[src/rtl/store_buffer.sv]
// Write-combining store queue in front of a single-port data memory; a store accepted at edge N can drain in cycle N+1.
// Backpressure: st_ready drops when full (no same-cycle bypass); loads are stalled while a matching word is pending or incoming.
module store_buffer #(
    parameter int DEPTH = 4
) (
    input  logic                     clk,
    input  logic                     reset,
    input  logic                     st_valid,
    input  logic [31:0]              st_addr,
    input  logic [31:0]              st_wdata,
    input  logic [3:0]               st_be,
    input  logic [31:0]              st_pc,
    output logic                     st_ready,
    input  logic                     ld_valid,
    input  logic [31:0]              ld_addr,
    output logic                     ld_stall,
    output logic [31:0]              ld_data,
    output logic [31:0]              dm_addr,
    output logic [31:0]              dm_wd,
    output logic                     dm_we,
    output logic [31:0]              dm_pc,
    input  logic [31:0]              dm_rdata,
    output logic [$clog2(DEPTH):0]   count,
    output logic                     empty
);
    localparam int AW = $clog2(DEPTH);

    logic [29:0]      r_addr  [DEPTH];
    logic [31:0]      r_wdata [DEPTH];
    logic [3:0]       r_be    [DEPTH];
    logic [31:0]      r_pc    [DEPTH];
    logic [DEPTH-1:0] r_vld;
    logic [AW-1:0]    r_head;
    logic [AW-1:0]    r_tail;
    logic [AW:0]      r_count;

    logic             w_push;
    logic             w_pop;
    logic             w_drain;
    logic             w_load_mode;
    logic             w_match_in;
    logic [DEPTH-1:0] w_hit;
    logic [31:0]      w_mask;
    logic             w_unused;

    assign w_unused = ^{st_addr[1:0], ld_addr[1:0]};

    assign count    = r_count;
    assign empty    = (r_count == '0);
    assign st_ready = (r_count != (AW+1)'(DEPTH));
    assign w_push   = st_valid && st_ready && (st_be != 4'h0);

    // Per-entry valid bits make occupancy a direct lookup instead of pointer arithmetic.
    always_comb begin
        for (int i = 0; i < DEPTH; i++) begin
            w_hit[i] = r_vld[i] && (r_addr[i] == ld_addr[31:2]);
        end
    end

    assign w_match_in  = w_push && (st_addr[31:2] == ld_addr[31:2]);
    assign ld_stall    = ld_valid && ((|w_hit) || w_match_in);
    assign w_load_mode = ld_valid && !ld_stall;
    assign w_drain     = !w_load_mode && !empty;
    assign w_pop       = w_drain && reset;

    always_comb begin
        w_mask = '0;
        for (int i = 0; i < 4; i++) begin
            w_mask[8*i +: 8] = r_be[r_head][i] ? 8'h00 : 8'hFF;
        end
    end

    assign dm_we   = w_pop;
    assign dm_addr = w_drain ? {r_addr[r_head], 2'b00} : ld_addr;
    assign dm_pc   = w_drain ? r_pc[r_head] : 32'h0;
    assign dm_wd   = (dm_rdata & w_mask) | (r_wdata[r_head] & ~w_mask);
    assign ld_data = dm_rdata;

    always_ff @(posedge clk) begin
        if (!reset) begin
            r_head  <= '0;
            r_tail  <= '0;
            r_count <= '0;
            r_vld   <= '0;
        end else begin
            // Push and pop never target the same slot: push needs not-full, pop needs not-empty.
            if (w_pop) begin
                r_head        <= r_head + 1'b1;
                r_vld[r_head] <= 1'b0;
            end
            if (w_push) begin
                r_tail        <= r_tail + 1'b1;
                r_vld[r_tail] <= 1'b1;
            end
            case ({w_push, w_pop})
                2'b10:   r_count <= r_count + 1'b1;
                2'b01:   r_count <= r_count - 1'b1;
                default: r_count <= r_count;
            endcase
        end
    end

    always_ff @(posedge clk) begin
        if (w_push) begin
            r_addr[r_tail]  <= st_addr[31:2];
            r_wdata[r_tail] <= st_wdata;
            r_be[r_tail]    <= st_be;
            r_pc[r_tail]    <= st_pc;
        end
    end
endmodule

[config.mk]
export PLATFORM = sky130hd
export DESIGN_NAME = store_buffer
export DESIGN_NICKNAME = d
export VERILOG_FILES = /design/src/rtl/store_buffer.sv
export SDC_FILE = /design/constraint.sdc
export NUM_CORES = 1
export LEC_CHECK = 0
export BUFFER_PORTS_ARGS = -buffer_cell sky130_fd_sc_hd__buf_4
export CAP_MARGIN = 20
export CORE_UTILIZATION = 55
export DETAILED_ROUTE_END_ITERATION = 10
export PLACE_DENSITY_LB_ADDON = 0.15
export SYNTH_ARGS = -nofsm -noshare
export SYNTH_HDL_FRONTEND = slang
export SYNTH_SLANG_ARGS = --single-unit
[constraint.sdc]
create_clock -name clk -period 6.48 [get_ports clk]
set_input_delay 1.296 -clock clk [delete_from_list [all_inputs] [get_ports clk]]
set_output_delay 1.296 -clock clk [all_outputs]
set_load 0.01 [all_outputs]
==> flow_summary.toml <==
[outcome]
status = "finished clean"

[grt]
grt_max_degree = 65
antenna_found_initial = 1
busiest_layer = "met2"
met1_usage = 0.3180
grt_pass1_wl_um = 56420
globalRouteMet2Util = 0.3711
grt-ovfl-total = 0
grt_pass1_vias = 9542
grtUsageMet3 = 0.05756
track_usage = 0.2310

[setup_path]
cp.depth = 9
startpoint = "ld_addr[11]"
path_cells = "buf_4 -> xnor2_1 -> nand4_1 -> nor4_1 -> nand3_1 -> a31oi_4 -> buf_4 -> mux2_1 -> buf_4"
cp-start-kind = "input pin"
critPathKind = "input pin to output port"
cp_num_buf_inv = 3
required_ns = 5.18
cp-end-kind = "output port"
cp_common_cell = "buf_4"
r2r-start = "r_addr[0][22]"
worstPathArrival_ns = 3.97
slowest_stage = "buf_4"
cp_slowest_stage_delay_ns = 0.49
cp_max_fo = 47
crit_family = "simple AND/OR/NAND/NOR gates"
reg2regPathDepth = 13

[synth]
synth-seq-area-share = 0.6760
yosys.cell_types.count = 34
synth_warnings = 0
syn-num-nets = 1140
netlist_area_sq_um = 17800
avgSynthCellArea_sq_um = 18.50
synth_seq_cells = 405
synthCells = 962

[sta]
post-route-period-util = 0.8133
worst_pin_slew_ns = 0.9686
slew_viol_final = 0
max_freq_mhz = 189.7
worst_slack_ns = 1.210
hold_viol = 0
slew_headroom = 0.3493
setup_tns_ns = 0
skew_ns = 0.01181
fin_crit_ns = 5.270
rsz0062_at_grt = "false"
setup-violations-final = 0

[flow_run]
max_cap_violations = 0

[floorplanning]
initial_utilization = 0.5611
num_rows = 65
die_h_um = 181.9
die_area_sq_um = 33080
core_sq_um = 31720
die_w_um = 181.9
io_pins = 303

[cts]
cts-root-buf = "clkbuf_16"
cts_tree = "yes"
hold_buffers = 0
clk_latency_ns = 0.53
numClockSinks = 405
path_clk_slew_ns = 0.06
cts_resized = 0
htreeDepth = 2
cts_buffers = 42
cts_max_path_buffers = 3
postCtsSetupRepairBufs = 0

[hold_path]
min_path_cells = 2
hp-class = "flip-flop to flip-flop"
hp-start = "r_head[1]"

[placement]
io_buffers = 300
place_ws_ns = 1.300
place_hpwl_um = 25110
gp_congestion = 0.9066
dpl_cell_area_sq_um = 20110

[finish]
fin_util = 0.6752
fin_nets = 1399
layout-drive-gt1-share = 0.4058
syn_to_final_growth_pct = 20.33
final_cell_area_sq_um = 21420

[power_and_ir_drop]
p_sw_mw = 1.686
powerDensity_nw_per_um2 = 319.3
seq_power_share = 0.466
leakagePower_nw = 7.245
sw_frac_of_total = 0.2466
clockPowerShare = 0.333
combPwrFrac = 0.202
internal_power_mw = 5.152
peakVddDrop_mv = 0.2550

[routing]
drt_pre_antenna_iters = 4
postRouteWirelength_um = 38130
drc = 0
drtIter0Drc = 707
num_vias = 9400
detail_route.wl_per_cell_um = 23.04
drtAntennaViolNets = 0
vias_per_cell = 5.680
[routing by layer]
layer  wire length, um  vias to the layer above
met2             18660                      373
met4               764                        0
met1             15720                     4722
met3              2983                       59
li1                  -                     4246
met5                 0                        -
[worst register-to-register path, delay by kind of cell, from the launching register on]
family | cells | cell delay, ns
XOR/XNOR | 2 | 0.47
AO/OA/AOI/OAI | 3 | 0.51
AND/OR/NAND/NOR | 4 | 1.23
adder cells (fa/ha/maj) | 2 | 0.56
flip-flops | 1 | 0.41
buffers and inverters | 2 | 0.55
[Yosys cell counts (all sizes together)]
| cell type | instances | area share |
|---|---|---|
| o21ai | 6 | 0.0017 |
| ha | 9 | 0.0063 |
| xor2 | 1 | 0.00049 |
| or3 | 1 | 0.00035 |
| xnor2 | 152 | 0.075 |
| mux2 | 62 | 0.039 |
| mux2i | 4 | 0.0022 |
| nor2 | 1 | 0.00021 |
| clkbuf | 18 | 0.0038 |
| inv | 13 | 0.0027 |
| mux4 | 98 | 0.12 |
| and2 | 36 | 0.013 |
| nor3 | 1 | 0.00028 |
| a221oi | 1 | 0.00084 |
| nand3 | 5 | 0.0014 |
| a31oi | 6 | 0.0030 |
| edfxtp | 392 | 0.66 |
| nand2 | 11 | 0.0023 |
| buf | 78 | 0.027 |
| o41ai | 1 | 0.00049 |
| nand4 | 35 | 0.012 |
| dfxtp | 13 | 0.015 |
| fa | 1 | 0.0011 |
| a21boi | 1 | 0.00042 |
| a22oi | 2 | 0.00084 |
| a21oi | 1 | 0.00028 |
| nor2b | 3 | 0.0011 |
| nor4 | 10 | 0.0039 |
[kinds of logic after synthesis]
logic type      after synthesis  share of synthesized area
simple gates                103                    0.03445
fa+ha+maj                    10                   0.007452
compound gates               18                   0.007522
xor+xnor                    153                    0.07530
flops                       405                     0.6760
mux                         164                     0.1655
buf+inv                     109                    0.03375
[per-stage QoR]
step	power, mW	hold slack, ns	std cells
finish	6.838	0.5147	1655
detailed placement	4.641	0.5118	1579
floorplan	4.079	0.4832	962
CTS	6.905	0.5204	1654
global placement	4.620	0.5018	1579
global route	7.094	0.5437	1655
[path summary, 6_finish.rpt]
check / endpoint / slack, ns
min reg2reg: flip-flop / 0.51
max: dm_addr[29] / 1.21
max reg2reg: count[2] / 2.69
min: flip-flop / 0.51
[layout make-up]
type	count	area [sq um]
Sequential cell	405	12040
Fill cell	2167	10300
Multi-Input combinational cell	448	5165
Timing Repair Buffer	311	2347
Clock buffer	58	1142
Tap cell	402	503.0
Clock inverter	17	157.7
Inverter	13	58.81
Antenna cell	1	2.502
[layout by cell type (no fill, tap or decap), types with 2 or more instances in the layout]
master     count
a22oi_1        2
a31oi_1        5
and2_1        36
buf_4        310
bufinv_16      3
clkbuf_1      14
clkbuf_16     43
clkinv_1       5
clkinv_2       8
dfxtp_1       11
dfxtp_4        2
edfxtp_1     392
ha_1           9
inv_1          9
inv_4          4
mux2_1        28
mux2_2        34
mux2i_1        4
mux4_2        98
nand2_1       11
nand3_1        5
nand4_1       35
nor2b_1        3
nor4_1         9
o21ai_0        6
xnor2_1      152
[sequential cells by signal, indices dropped and copies added (netlist names), named ones only]
register	count
r_addr	120
r_pc	128
r_head	2
r_be	16
r_wdata	128
count	3
r_tail	2
r_vld	4
[power by group through the flow]
| stage | Combinational [mW] | Clock [mW] | Sequential [mW] |
|---|---|---|---|
| after floorplan | 0.906 | 0 | 3.17 |
| after detailed placement | 1.40 | 0 | 3.24 |
| final | 1.38 | 2.28 | 3.18 |
| after CTS | 1.40 | 2.31 | 3.19 |
| after global routing | 1.48 | 2.41 | 3.21 |
| after global placement | 1.39 | 0 | 3.23 |
(Power assumes the default switching activity.)
